==> src/rtl/midi_voice_allocator_pkg.sv <==
`default_nettype none
// ============================================================================
//  Module      : midi_voice_allocator_pkg
//  Description : Shared MIDI constants, FSM state and decoded-operation types
//                for the polyphonic voice allocator.
//  Revision    : 1.0  initial release
// ============================================================================
package midi_voice_allocator_pkg;

    // Command nibbles (upper half of the status byte)
    localparam logic [3:0] NOTE_OFF          = 4'h8;
    localparam logic [3:0] NOTE_ON           = 4'h9;
    localparam logic [3:0] CC                = 4'hB;

    // Controller numbers and thresholds
    localparam logic [6:0] CC_SUSTAIN        = 7'd64;
    localparam logic [6:0] CC_ALL_NOTES_OFF  = 7'd123;
    localparam logic [6:0] SUSTAIN_THRESHOLD = 7'd64;

    typedef enum logic [1:0] {
        ST_IDLE   = 2'd0,
        ST_DECODE = 2'd1,
        ST_APPLY  = 2'd2
    } state_t;

    typedef enum logic [2:0] {
        OP_NONE       = 3'd0,
        OP_NOTE_ON    = 3'd1,
        OP_NOTE_OFF   = 3'd2,
        OP_PEDAL_DOWN = 3'd3,
        OP_PEDAL_UP   = 3'd4,
        OP_ALL_OFF    = 3'd5
    } op_t;

    // Reduce a channel event to the single voice operation it implies.
    // Off-channel events and unsupported commands collapse to OP_NONE.
    function automatic op_t decode_op(
        input logic [7:0] cmd,
        input logic [6:0] p1,
        input logic [6:0] p2,
        input logic [3:0] channel,
        input logic       omni
    );
        op_t op;
        op = OP_NONE;
        if (omni || (cmd[3:0] == channel)) begin
            case (cmd[7:4])
                NOTE_ON:  op = (p2 != 7'd0) ? OP_NOTE_ON : OP_NOTE_OFF;
                NOTE_OFF: op = OP_NOTE_OFF;
                CC: begin
                    if (p1 == CC_SUSTAIN)
                        op = (p2 >= SUSTAIN_THRESHOLD) ? OP_PEDAL_DOWN : OP_PEDAL_UP;
                    else if (p1 == CC_ALL_NOTES_OFF)
                        op = OP_ALL_OFF;
                end
                default: op = OP_NONE;
            endcase
        end
        return op;
    endfunction

endpackage
`default_nettype wire

==> src/rtl/midi_voice_allocator_if.sv <==
`default_nettype none
// ============================================================================
//  Module      : midi_voice_allocator_if
//  Description : Decoded MIDI event bus between framer (master) and voice
//                allocator (slave), valid held until a one-cycle ack.
//  Revision    : 1.0  initial release
// ============================================================================
interface midi_voice_allocator_if;
    logic [7:0] midi_command;
    logic [6:0] midi_parameter_1;
    logic [6:0] midi_parameter_2;
    logic       midi_event_valid;
    logic       midi_event_ack;

    modport master (
        output midi_command, midi_parameter_1, midi_parameter_2, midi_event_valid,
        input  midi_event_ack
    );

    modport slave (
        input  midi_command, midi_parameter_1, midi_parameter_2, midi_event_valid,
        output midi_event_ack
    );
endinterface
`default_nettype wire

==> src/rtl/midi_voice_allocator_voice_select.sv <==
`default_nettype none
// ============================================================================
//  Module      : voice_select
//  Description : Combinational voice search: gated voice already playing the
//                key, lowest-index free voice, and the oldest voice.
//  Revision    : 1.0  initial release
// ============================================================================
module voice_select #(
    parameter int NUM_VOICES = 4,
    parameter int AGE_W      = 2
) (
    input  wire logic [NUM_VOICES-1:0]       gate,
    input  wire logic [7*NUM_VOICES-1:0]     note,
    input  wire logic [AGE_W*NUM_VOICES-1:0] age,
    input  wire logic [6:0]                  key,
    output logic                             match_valid,
    output logic [AGE_W-1:0]                 match_idx,
    output logic                             free_valid,
    output logic [AGE_W-1:0]                 free_idx,
    output logic [AGE_W-1:0]                 oldest_idx
);

    // Scan high to low so the lowest matching index wins
    always_comb begin
        match_valid = 1'b0;
        match_idx   = '0;
        free_valid  = 1'b0;
        free_idx    = '0;
        oldest_idx  = '0;
        for (int i = NUM_VOICES - 1; i >= 0; i--) begin
            if (gate[i] && (note[7*i +: 7] == key)) begin
                match_valid = 1'b1;
                match_idx   = AGE_W'(i);
            end
            if (!gate[i]) begin
                free_valid = 1'b1;
                free_idx   = AGE_W'(i);
            end
            if (age[AGE_W*i +: AGE_W] == AGE_W'(NUM_VOICES - 1))
                oldest_idx = AGE_W'(i);
        end
    end

endmodule
`default_nettype wire

==> src/rtl/midi_voice_allocator.sv <==
`default_nettype none
// ============================================================================
//  Module      : midi_voice_allocator
//  Description : Turns decoded MIDI channel events into per-voice note,
//                velocity, gate and trigger controls with sustain pedal,
//                all-notes-off and oldest-voice stealing.
//  Revision    : 1.0  initial release
// ============================================================================
module midi_voice_allocator
    import midi_voice_allocator_pkg::*;
#(
    parameter int         NUM_VOICES   = 4,
    parameter logic [3:0] MIDI_CHANNEL = 4'd0,
    parameter bit         OMNI         = 1'b0
) (
    input  wire logic                    clk,
    input  wire logic                    resetn,
    midi_voice_allocator_if.slave        evt,
    output logic [7*NUM_VOICES-1:0]      voice_note,
    output logic [7*NUM_VOICES-1:0]      voice_velocity,
    output logic [NUM_VOICES-1:0]        voice_gate,
    output logic [NUM_VOICES-1:0]        voice_trigger
);

    localparam int AGE_W = $clog2(NUM_VOICES);

    state_t                              state_q, state_d;
    logic [7:0]                          cmd_q, cmd_d;
    logic [6:0]                          key_q, key_d;
    logic [6:0]                          val_q, val_d;
    op_t                                 op_q, op_d;
    logic [AGE_W-1:0]                    sel_q, sel_d;
    logic [NUM_VOICES-1:0][6:0]          note_q, note_d;
    logic [NUM_VOICES-1:0][6:0]          vel_q, vel_d;
    logic [NUM_VOICES-1:0]               gate_q, gate_d;
    logic [NUM_VOICES-1:0]               sus_q, sus_d;
    logic [NUM_VOICES-1:0][AGE_W-1:0]    age_q, age_d;
    logic [NUM_VOICES-1:0]               trig_q, trig_d;
    logic                                pedal_q, pedal_d;

    logic                                match_valid, free_valid;
    logic [AGE_W-1:0]                    match_idx, free_idx, oldest_idx;
    logic [AGE_W-1:0]                    old_age;

    voice_select #(
        .NUM_VOICES (NUM_VOICES),
        .AGE_W      (AGE_W)
    ) u_voice_select (
        .gate        (gate_q),
        .note        (note_q),
        .age         (age_q),
        .key         (key_q),
        .match_valid (match_valid),
        .match_idx   (match_idx),
        .free_valid  (free_valid),
        .free_idx    (free_idx),
        .oldest_idx  (oldest_idx)
    );

    // Ack is a pure function of state so an async reset drops it at once
    assign evt.midi_event_ack = (state_q == ST_DECODE);
    assign voice_note         = note_q;
    assign voice_velocity     = vel_q;
    assign voice_gate         = gate_q;
    assign voice_trigger      = trig_q;

    // Next-state: capture, decode/select, then apply to the voice bank
    always_comb begin
        state_d = state_q;
        cmd_d   = cmd_q;
        key_d   = key_q;
        val_d   = val_q;
        op_d    = op_q;
        sel_d   = sel_q;
        note_d  = note_q;
        vel_d   = vel_q;
        gate_d  = gate_q;
        sus_d   = sus_q;
        age_d   = age_q;
        trig_d  = '0;
        pedal_d = pedal_q;
        old_age = age_q[sel_q];

        case (state_q)
            ST_IDLE: begin
                if (evt.midi_event_valid) begin
                    cmd_d   = evt.midi_command;
                    key_d   = evt.midi_parameter_1;
                    val_d   = evt.midi_parameter_2;
                    state_d = ST_DECODE;
                end
            end
            ST_DECODE: begin
                op_d    = decode_op(cmd_q, key_q, val_q, MIDI_CHANNEL, OMNI);
                sel_d   = match_valid ? match_idx : (free_valid ? free_idx : oldest_idx);
                state_d = ST_APPLY;
            end
            ST_APPLY: begin
                state_d = ST_IDLE;
                case (op_q)
                    OP_NOTE_ON: begin
                        // Chosen voice becomes youngest; voices younger than
                        // its old age shift up one, keeping a permutation
                        for (int i = 0; i < NUM_VOICES; i++) begin
                            if (AGE_W'(i) == sel_q) begin
                                note_d[i] = key_q;
                                vel_d[i]  = val_q;
                                gate_d[i] = 1'b1;
                                sus_d[i]  = 1'b0;
                                trig_d[i] = 1'b1;
                                age_d[i]  = '0;
                            end else if (age_q[i] < old_age) begin
                                age_d[i]  = age_q[i] + AGE_W'(1);
                            end
                        end
                    end
                    OP_NOTE_OFF: begin
                        for (int i = 0; i < NUM_VOICES; i++) begin
                            if (gate_q[i] && (note_q[i] == key_q) && !sus_q[i]) begin
                                if (pedal_q) sus_d[i]  = 1'b1;
                                else         gate_d[i] = 1'b0;
                            end
                        end
                    end
                    OP_PEDAL_DOWN: pedal_d = 1'b1;
                    OP_PEDAL_UP: begin
                        pedal_d = 1'b0;
                        for (int i = 0; i < NUM_VOICES; i++) begin
                            if (sus_q[i]) begin
                                gate_d[i] = 1'b0;
                                sus_d[i]  = 1'b0;
                            end
                        end
                    end
                    OP_ALL_OFF: begin
                        gate_d = '0;
                        sus_d  = '0;
                    end
                    default: ;
                endcase
            end
            default: state_d = ST_IDLE;
        endcase
    end

    // State and voice registers; reset restores ages to identity order
    always_ff @(posedge clk or negedge resetn) begin
        if (!resetn) begin
            state_q <= ST_IDLE;
            cmd_q   <= '0;
            key_q   <= '0;
            val_q   <= '0;
            op_q    <= OP_NONE;
            sel_q   <= '0;
            note_q  <= '0;
            vel_q   <= '0;
            gate_q  <= '0;
            sus_q   <= '0;
            trig_q  <= '0;
            pedal_q <= 1'b0;
            for (int i = 0; i < NUM_VOICES; i++) age_q[i] <= AGE_W'(i);
        end else begin
            state_q <= state_d;
            cmd_q   <= cmd_d;
            key_q   <= key_d;
            val_q   <= val_d;
            op_q    <= op_d;
            sel_q   <= sel_d;
            note_q  <= note_d;
            vel_q   <= vel_d;
            gate_q  <= gate_d;
            sus_q   <= sus_d;
            age_q   <= age_d;
            trig_q  <= trig_d;
            pedal_q <= pedal_d;
        end
    end

endmodule
`default_nettype wire

==> src/flat_wrapper.sv <==
// flat-port wrapper written by rule: the top's interface ports become plain ports
module midi_voice_allocator_flat import midi_voice_allocator_pkg::*;
#(
    parameter int         NUM_VOICES   = 4,
    parameter logic [3:0] MIDI_CHANNEL = 4'd0,
    parameter bit         OMNI         = 1'b0
)
  (clk, resetn, voice_note, voice_velocity, voice_gate, voice_trigger, evt_midi_command, evt_midi_parameter_1, evt_midi_parameter_2, evt_midi_event_valid, evt_midi_event_ack);
  midi_voice_allocator_if evt_i ();
  input  wire logic clk;
  input  wire logic resetn;
  output logic [7*NUM_VOICES-1:0] voice_note;
  output logic [7*NUM_VOICES-1:0] voice_velocity;
  output logic [NUM_VOICES-1:0] voice_gate;
  output logic [NUM_VOICES-1:0] voice_trigger;
  input wire logic [$bits(evt_i.midi_command)-1:0] evt_midi_command;
  input wire logic [$bits(evt_i.midi_parameter_1)-1:0] evt_midi_parameter_1;
  input wire logic [$bits(evt_i.midi_parameter_2)-1:0] evt_midi_parameter_2;
  input wire logic [$bits(evt_i.midi_event_valid)-1:0] evt_midi_event_valid;
  output wire logic [$bits(evt_i.midi_event_ack)-1:0] evt_midi_event_ack;
  assign evt_i.midi_command = evt_midi_command;
  assign evt_i.midi_parameter_1 = evt_midi_parameter_1;
  assign evt_i.midi_parameter_2 = evt_midi_parameter_2;
  assign evt_i.midi_event_valid = evt_midi_event_valid;
  assign evt_midi_event_ack = evt_i.midi_event_ack;
  midi_voice_allocator #(.NUM_VOICES(NUM_VOICES), .MIDI_CHANNEL(MIDI_CHANNEL), .OMNI(OMNI)) u_core (.clk(clk), .resetn(resetn), .evt(evt_i), .voice_note(voice_note), .voice_velocity(voice_velocity), .voice_gate(voice_gate), .voice_trigger(voice_trigger));
endmodule
==> config.mk <==
export PLATFORM = sky130hd
export DESIGN_NAME = midi_voice_allocator_flat
export DESIGN_NICKNAME = d
export VERILOG_FILES = /design/src/rtl/midi_voice_allocator_pkg.sv /design/src/rtl/midi_voice_allocator_if.sv /design/src/rtl/midi_voice_allocator_voice_select.sv /design/src/rtl/midi_voice_allocator.sv /design/src/flat_wrapper.sv
export SDC_FILE = /design/constraint.sdc
export NUM_CORES = 1
export LEC_CHECK = 0
export ABC_AREA = 1
export ABC_CLOCK_PERIOD_IN_PS = 1860
export CAP_MARGIN = 20
export CORE_ASPECT_RATIO = 1.2
export CORE_MARGIN = 3
export CORE_UTILIZATION = 48
export CTS_CLUSTER_DIAMETER = 60
export DETAILED_ROUTE_END_ITERATION = 8
export GPL_ROUTABILITY_DRIVEN = 0
export GPL_TIMING_DRIVEN = 0
export PLACE_DENSITY = 0.85
export SYNTH_ARGS = -nofsm -noshare
export SYNTH_HDL_FRONTEND = slang
export SYNTH_SLANG_ARGS = --single-unit
==> constraint.sdc <==
create_clock -name clk -period 1.86 [get_ports clk]
set_input_delay 0.186 -clock clk [delete_from_list [all_inputs] [get_ports clk]]
set_output_delay 0.186 -clock clk [all_outputs]
set_load 0.02 [all_outputs]
Yosys cells after proc, flatten, opt, wreduce, memory -nomap -nowiden
Cells that the tools add are included.
Word-level totals
  register bits after elaboration: 106
  input bits: 25
  output and inout bits: 65
Cells by class
  $add $sub $neg: 4
  $lt $le $gt $ge: 6
  equal/unequal tests: 38
  mux-type cells: 71
  reduce and logical (&&, ||, !) cells: 42
Operator list (count)
  2-bit 2-to-1 mux: 25
  1-bit 2-to-1 mux: 34
  7-bit equality test: 4
  2-bit by 1-bit != test with 1-bit output (second input constant): 13
  3-bit AND reduction: 8
  6-bit AND reduction: 4
  5-bit AND reduction: 4
  4-bit one-hot mux with 4 select lines: 1
  7-bit equality test (second input constant): 2
  4-bit equality test (second input constant): 3
  3-bit 2-to-1 mux: 4
  4-bit one-hot mux with 3 select lines: 1
  2-bit equality test (second input constant): 5
  2-bit nonzero test: 5
  3-bit one-hot mux with 3 select lines: 1
  2-bit by 1-bit adder with 2-bit output (second input constant): 4
  1-bit logical AND: 8
  2-bit < comparator: 4
  4-bit 2-to-1 mux: 2
  7-bit greater-or-equal comparator (second input constant): 1
  7-bit nonzero test: 1
  3-bit by 2-bit equality test with 1-bit output (second input constant): 2
  3-bit equality test (second input constant): 2
  2-bit binary-select mux with 2-bit select: 1
  other kinds (15): 22

Longest topological paths before layout
  depth in word-level cells: 7
  mapped depth: 12
  gate-level depth less buffers: 11

By module
A second synthesis with hierarchy kept.
Second synthesis, totals
  cell total of the unflattened synthesis: 821
  area, all modules: 5809.3 um^2
By module, submodules not included
  midi_voice_allocator: instances 1, cells each 671, area each 5172.5 um^2, sequential area each 2657.5 um^2
  voice_select: instances 1, cells each 150, area each 636.9 um^2, sequential area each 0.0 um^2

Worst setup path after synthesis
OpenSTA, ideal clock, no wires.
  kind: register to register
  from: register u_core.sel_q[0]
  to: register u_core.age_q[0] (netlist bit)
  library setup time: 0.117 ns
  arrival time: 1.681 ns
  data required time: 1.743 ns
  path slack: 0.063 ns
  cell stages (with the launch flop): 9
  path buffers: 0
  period minus slack after synthesis: 1.797 ns
  cell sequence: dfrtp_1 -> nand2_2 -> clkinv_1 -> a221oi_1 -> ha_1 -> nand2_1 -> nand2_1 -> nand3_1 -> nand2_1
On the way
  longest elaborated chain between the ends: 5
  elaborated cells on any way between the ends: 7
  classes of those cells: 1 x order compare; 3 x mux; 3 x reduce/logical
Ends and longest elaborated chain
  start: declaration: RTL line midi_voice_allocator.sv:32  | logic [AGE_W-1:0] sel_q, sel_d;
  start signal: assignment: RTL line midi_voice_allocator.sv:168  | sel_q <= sel_d;
  2-bit binary-select mux with 2-bit select: RTL line midi_voice_allocator.sv:82  | old_age = age_q[sel_q];
  2-bit 2-to-1 mux (not written as such): RTL line midi_voice_allocator.sv:82
  2-bit < comparator: RTL line midi_voice_allocator.sv:112  | end else if (age_q[i] < old_age) begin
  2-bit nonzero test (no source line)
  3-bit AND reduction (no source line)
  end signal: assignment: RTL line midi_voice_allocator.sv:173  | age_q <= age_d;
  end: declaration: RTL line midi_voice_allocator.sv:37  | logic [NUM_VOICES-1:0][AGE_W-1:0] age_q, age_d;
Several ways; a longest one is shown, not always the timed one. The select of a mux whose other input is x is not followed.
A chain may end at the register's enable or synchronous reset.

Final worst setup path
  from: register u_core.sel_q[1]
  to: register u_core.age_q[0] (netlist bit)
Same word-level chain as after synthesis.

==> results.ini <==
[status]
status = complete, but fails checks
violations = setup timing

[die]
ios = 90
dieArea_um2 = 12200
die_w_um = 101
die_h_um = 120
start_util_pct = 49.6
core_um2 = 10600
fp-row-count = 41

[sta]
hold_violations = 0
setup_viol = 2
skew_ps = 8.82
worstMarginPinSlew_ps = 576
slew_viol_final = 0
period_share_pct = 100
setup_ws_ps = -3.12
max_freq_ghz = 0.537
rsz0062_at_grt = true
slew_headroom_pct = 61.6
period_needed_ps = 1860

[yosys]
syn_nets = 682
synth_top_cell_by_area = dfrtp_1
ys_ff_latch = 106
yosys-top-cells-area = dfrtp_1 49%, nand2_1 17%, o21ai_0 5.3%
ys_warn_count = 0
avgSynthCellArea_um2 = 8.07
ys_types = 36
synthMostInstantiatedCell = nand2_1
synthCells = 649
yosys-top-cells-count = 234 x nand2_1, 102 x dfrtp_1, 65 x inv_1
ys_async_sr_fraction_pct = 100
synth-seq-area-share_pct = 50.7
synth-edff-count = 0
synthFlopType = dfrtp_1
synth.cell_area_um2 = 5240
yosysTopAreaCellShare_pct = 48.7

[finish]
drive_gt1_share_pct = 14.0
diodes = 0
fin_util_pct = 64.5
final_area_um2 = 6820
area_growth_pct = 30.1
nets = 794

[clock_tree]
cts_tree = built
cts.clk_slew.worst_paths_ps = 80
cts_buffers = 9
clock_path_buffers = 2
insertion_delay_ps = 350
cts.root.buffer_cell = clkbuf_16
clock_sinks = 106
ctsHtreeMaxLevel = 3

[setup_path]
crit_path_end_kind = flop
start_kind = flop
cp.required_ps = 2150
crit_fanout = 4
crit_slowest_cell = dfrtp_2
crit_buf_inv = 2
cp_cell_sequence = inv_4, nand2_4, clkinvlp_4, a221oi_4, ha_1, nand2_1, nand2_2, nand2_2, nand2_1, nand2_1
cpPeakStageDelay_ps = 460
path_class = flop to flop
path_common_cell = nand2_1
cp_top_family = flip-flops
crit_arrival_ps = 2150

[power]
seq_power_share_pct = 44.7
ir_drop_mv = 0.513
p_leak_nw = 3.29
p_comb_share_pct = 18.2
total_power_mw = 5.68
switchingPower_mw = 1.71
powerDensity_nw_per_um2 = 834
swShare_pct = 30.2
p_clk_share_pct = 37.1
p_int_mw = 3.97

[detailed_routing]
routedWlPerCell_um = 16.4
firstDrtPassIters = 5
drt-vias-per-instance = 5.47
via_count = 4892
routed_wirelength_um = 14700
drc = 0
ant_nets = 0
drt_iter0_markers = 458

[global_route]
grt_pass1_vias = 4895
grt_max_degree = 72
antenna_found_initial = 0
track_usage_pct = 24.7
overflow = 0
grt_pass1_wl_um = 23600

[placement]
dp_hpwl_um = 10300
io_buffer_count = 89
pre_cts_ws_ps = -241
placed_area_um2 = 6320

[run]
maxCapViolations = 0

[worst_hold_path]
worstHoldPathType = input pin to asynchronous set/reset pin

-- state kept, by name (all words and copies together) (netlist names) --
signal and cells:
u_core.age_q 8, u_core.pedal_q 1, u_core.op_q 3, u_core.voice_velocity 28, u_core.voice_note 28, u_core.voice_trigger 4, u_core.sel_q 2, u_core.cmd_q 8
u_core.val_q 7, u_core.sus_q 4, u_core.state_q 2, u_core.key_q 7, u_core.voice_gate 4
-- cell type report --
cell class | instances | area (um^2)
Clock inverter | 7 | 101
Tap cell | 129 | 161
Inverter | 75 | 308
Clock buffer | 9 | 225
Multi-Input combinational cell | 448 | 2240
Timing Repair Buffer | 101 | 1000
Fill cell | 848 | 3750
Buffer | 20 | 121
Sequential cell | 106 | 2660
-- per-stage QoR --
step,instances,hold slack (ps),setup TNS (ps)
floorplan,649,-110,0
global placement,867,460,-338330
detailed placement,868,178,-1890
CTS,885,350,0
global route,895,390,-821
finish,895,338,-4.35
-- path summary, 6_finish.rpt --
check / from / end / slack (ps) / depth (start not counted)
max in group asynchronous: resetn / u_core.voice_velocity[3] / 810 / 3
worst max register to register: u_core.sel_q[1] / u_core.age_q[0] / -3 / 10
min in group clk: evt_midi_command[1] / u_core.cmd_q[1] / 380 / 3
worst min-delay path: resetn / u_core.voice_note[16] / 340 / 2
worst max-delay path: u_core.sel_q[1] / u_core.age_q[0] / -3 / 10
worst min register to register: u_core.sus_q[1] / u_core.sus_q[1] / 480 / 2
-- logic make-up (layout without fill, tap and decap cells) --
kind of cell	count (synthesis)	after routing	share of synthesized area, %
AO/OA/AOI/OAI	96	96	11.0
XOR/XNOR	6	6	1.00
adder cells (fa/ha/maj)	8	8	1.91
buffers and inverters	95	212	7.83
flip-flops	106	106	50.7
AND/OR/NAND/NOR	338	338	27.5
-- what timing repair did --
item                       in CTS  in global routing
resized for setup               6                 21
pin swaps                       1                 15
buffers inserted                0                 10
hold endpoints to repair       31                  0
gates cloned                    0                  0
setup endpoints to repair       9                 10
hold buffers                    1                  0
-- cells in the final DEF, fill, tap and decap left out, types with 2 or more instances in the layout --
cell type	count
buf_6	5
o31ai_1	2
nor2_4	3
nor2_8	4
xnor2_1	6
dfrtp_1	100
dfrtp_2	2
a21oi_1	6
inv_4	2
o21ai_0	55
o21bai_1	2
nand2_4	2
or2_2	2
nand2_1	224
inv_2	6
nand4_1	9
nor3_1	5
nand3_1	29
nor2_1	42
clkinv_2	2
buf_2	10
dfstp_2	4
nand3b_1	3
clkdlybuf4s50_1	87
clkbuf_1	5
o21ai_1	8
o21ai_2	19
clkinvlp_4	5
ha_1	8
clkbuf_16	9
bufinv_16	2
inv_1	61
nand2_2	12
inv_6	2
buf_4	11
-- power groups by stage --
stage / Combinational (mW) / Sequential, mW / Clock (mW)
global route: 1.14 / 2.56 / 2.23
global placement: 0.921 / 2.57 / 0
CTS: 0.974 / 2.53 / 2.12
detailed placement: 0.960 / 2.58 / 0
floorplan: 0.578 / 2.57 / 0
finish: 1.03 / 2.54 / 2.11
-- metal layers --
| metal | share of wire, % | track usage, % | vias to the layer above |
|---|---|---|---|
| li1 | - | - | 2282 |
| met1 | 39 | 31.1 | 2333 |
| met2 | 51 | 41.0 | 218 |
| met3 | 6.7 | 3.69 | 59 |
| met4 | 3.6 | 12.0 | 0 |
| met5 | 0 | 0 | - |
No activity file was read; power rests on OpenSTA's default activity.
==> variant: new RTL, same settings <==
`NUM_VOICES` is set to 4 in 3 places; all go to 8.
--- a/src/rtl/midi_voice_allocator_voice_select.sv
+++ b/src/rtl/midi_voice_allocator_voice_select.sv
@@ -7,5 +7,5 @@
 // ============================================================================
 module voice_select #(
-    parameter int NUM_VOICES = 4,
+    parameter int NUM_VOICES = 8,
     parameter int AGE_W      = 2
 ) (
--- a/src/rtl/midi_voice_allocator.sv
+++ b/src/rtl/midi_voice_allocator.sv
@@ -10,5 +10,5 @@
     import midi_voice_allocator_pkg::*;
 #(
-    parameter int         NUM_VOICES   = 4,
+    parameter int         NUM_VOICES   = 8,
     parameter logic [3:0] MIDI_CHANNEL = 4'd0,
     parameter bit         OMNI         = 1'b0
--- a/src/flat_wrapper.sv
+++ b/src/flat_wrapper.sv
@@ -2,5 +2,5 @@
 module midi_voice_allocator_flat import midi_voice_allocator_pkg::*;
 #(
-    parameter int         NUM_VOICES   = 4,
+    parameter int         NUM_VOICES   = 8,
     parameter logic [3:0] MIDI_CHANNEL = 4'd0,
     parameter bit         OMNI         = 1'b0
Ports: changed (resized voice_gate, voice_note, voice_trigger and voice_velocity); port bits go from 90 to 154. The function was not compared with the original's and may differ.
==> variant against the original RTL <==
The flow still finishes with violations (negative setup slack). Largest power group unchanged. Cell area increased by 97%. Critical path type unchanged. Power increased by 86%. Clock power increased by 86%. Sequential cell count increased by 85. Largest cell class is now multi-input combinational cells. Via count increased by 100%. Setup slack got worse by 0.43 ns. Synthesized cell count increased by 86%. Wire length increased by 130%. Synthesized area increased by 86%.
==> variant: results (changes against the original RTL) <==
vias: 9878  # +100%
arrival_ns: 2.67  # +0.52 ns
multi_input_area_share_pct: 36.0  # +3.2 points
nNonClkBuffers: 243  # +100%
place_hpwl_um: 21400  # +110%
violations: "negative setup slack"
yosysSeqAreaShare_pct: 49.1  # -1.6 points
track_usage_pct: 28.6  # +4.0 points
multi_input_cells: 832  # +86%
clk_share_pct: 4.64  # -0.15 points
synth_fa_ha_area_share_pct: 4.10  # +2.2 points
placedCellCount: 1619  # +87%
min_path_type: "in2reg"
yosys-top-cells-area: "dfrtp_1, nand2_1, o21ai_1, inv_1, ha_1"
grt_start_max_net_pins: 112  # +56%
setup_viol: 61  # +59
grt_pass1_vias: 9556  # +95%
p_leak_nw: 6.06  # +84%
synthDistinctLibCells: 45  # +25%
drt_first_pass_iters: 6  # +1
syn_inst: 1204  # +86%
drive_gt1_share_pct: 21.0  # +7.0 points
grt_pass1_wl_um: 49700  # +110%
via_per_inst: 5.81  # +6.4%
ir_drop_v: 0.000797  # +55%
synth-xor-area-share_pct: 1.52  # +0.52 points
synthTopCellsByCount: "nand2_1, dfrtp_1, inv_1"
cp_max_fo: 6  # +2
worst_slack_ns: -0.433  # -0.430 ns
synth_compound_area_share_pct: 11.5  # +0.53 points
wl_per_cell_um: 19.7  # +20%
syn-num-nets: 1261  # +85%
nonClockInverterCount: 140  # +87%
clock_latency_ns: 0.45  # +0.10 ns
run_status: "complete, but fails checks"
place_area_mm2: 0.0117  # +85%
dieArea_mm2: 0.0221  # +81%
ys_ff_latch: 191  # +80%
nClkBuffers: 18  # +9
dp_slack_ns: -0.448  # -0.206 ns
htree_levels: 4  # +1
fill_cells: 1375  # +62%
portBuffers: 153  # +72%
numCtsBuffers: 17  # +8
nonClkBufAreaFrac_pct: 17.1  # +0.59 points
antennaDiodeCount: 0  # unchanged
seq_share_pct: 35.7  # -3.3 points
worst_pin_slew_ns: 0.864  # +0.288 ns
tns_ns: -9.78  # -9.77 ns
variant: changes by cell type after synthesis, moves of 23 or more:
cell     change
nand2_1    +168
inv_1       +47
o21ai_1     +80
dfrtp_1     +77
ha_1        +24
nand4_1     +23
variant: power breakdown:
group	switching [mW]	internal, mW
Clock	1.85	2.07
Combinational	1.46	0.715
Sequential	0.174	4.32
Total	3.48	7.10
variant: critical path: stages, from the launching register on:
cell	delay, ns
dfrtp_2	0.49
nand2_4	0.11
inv_4	0.06
a22oi_2	0.25
nand3_2	0.17
o21ai_4	0.12
buf_12	0.17
ha_4	0.22
nand2_1	0.09
inv_1	0.06
nand2_1	0.07
nand2_2	0.07
nand2_4	0.08
buf_6	0.10
nand4_1	0.09
nand2_1	0.10
variant: worst paths after layout:
path	from	endpoint	slack, ns	cells past startpoint
worst max-delay path	u_core.sel_q[0]	u_core.age_q[6]	-0.43	15
worst min-delay path	evt_midi_command[2]	u_core.cmd_q[2]	0.27	3
worst max register to register	u_core.sel_q[0]	u_core.age_q[6]	-0.43	15
worst min register to register	u_core.cmd_q[2]	u_core.cmd_q[2]	0.49	2
max in group asynchronous	resetn	u_core.key_q[3]	0.54	3
min in group asynchronous	resetn	u_core.voice_trigger[2]	0.42	2
variant: what timing repair did:
action                     4_1_cts  5_1_grt
pin swaps                       38       50
setup buffers                   15       33
hold endpoints to repair       103        0
gates resized for setup         63      140
hold buffers                     1        0
setup endpoints to repair       83      133
variant: routing by layer:
| metal | part of all wire (%) | GRT usage, % |
|---|---|---|
| met1 | 35 | 33.0 |
| met2 | 48 | 47.3 |
| met3 | 9.7 | 8.40 |
| met4 | 7.4 | 16.4 |
| met5 | 0 | 0 |
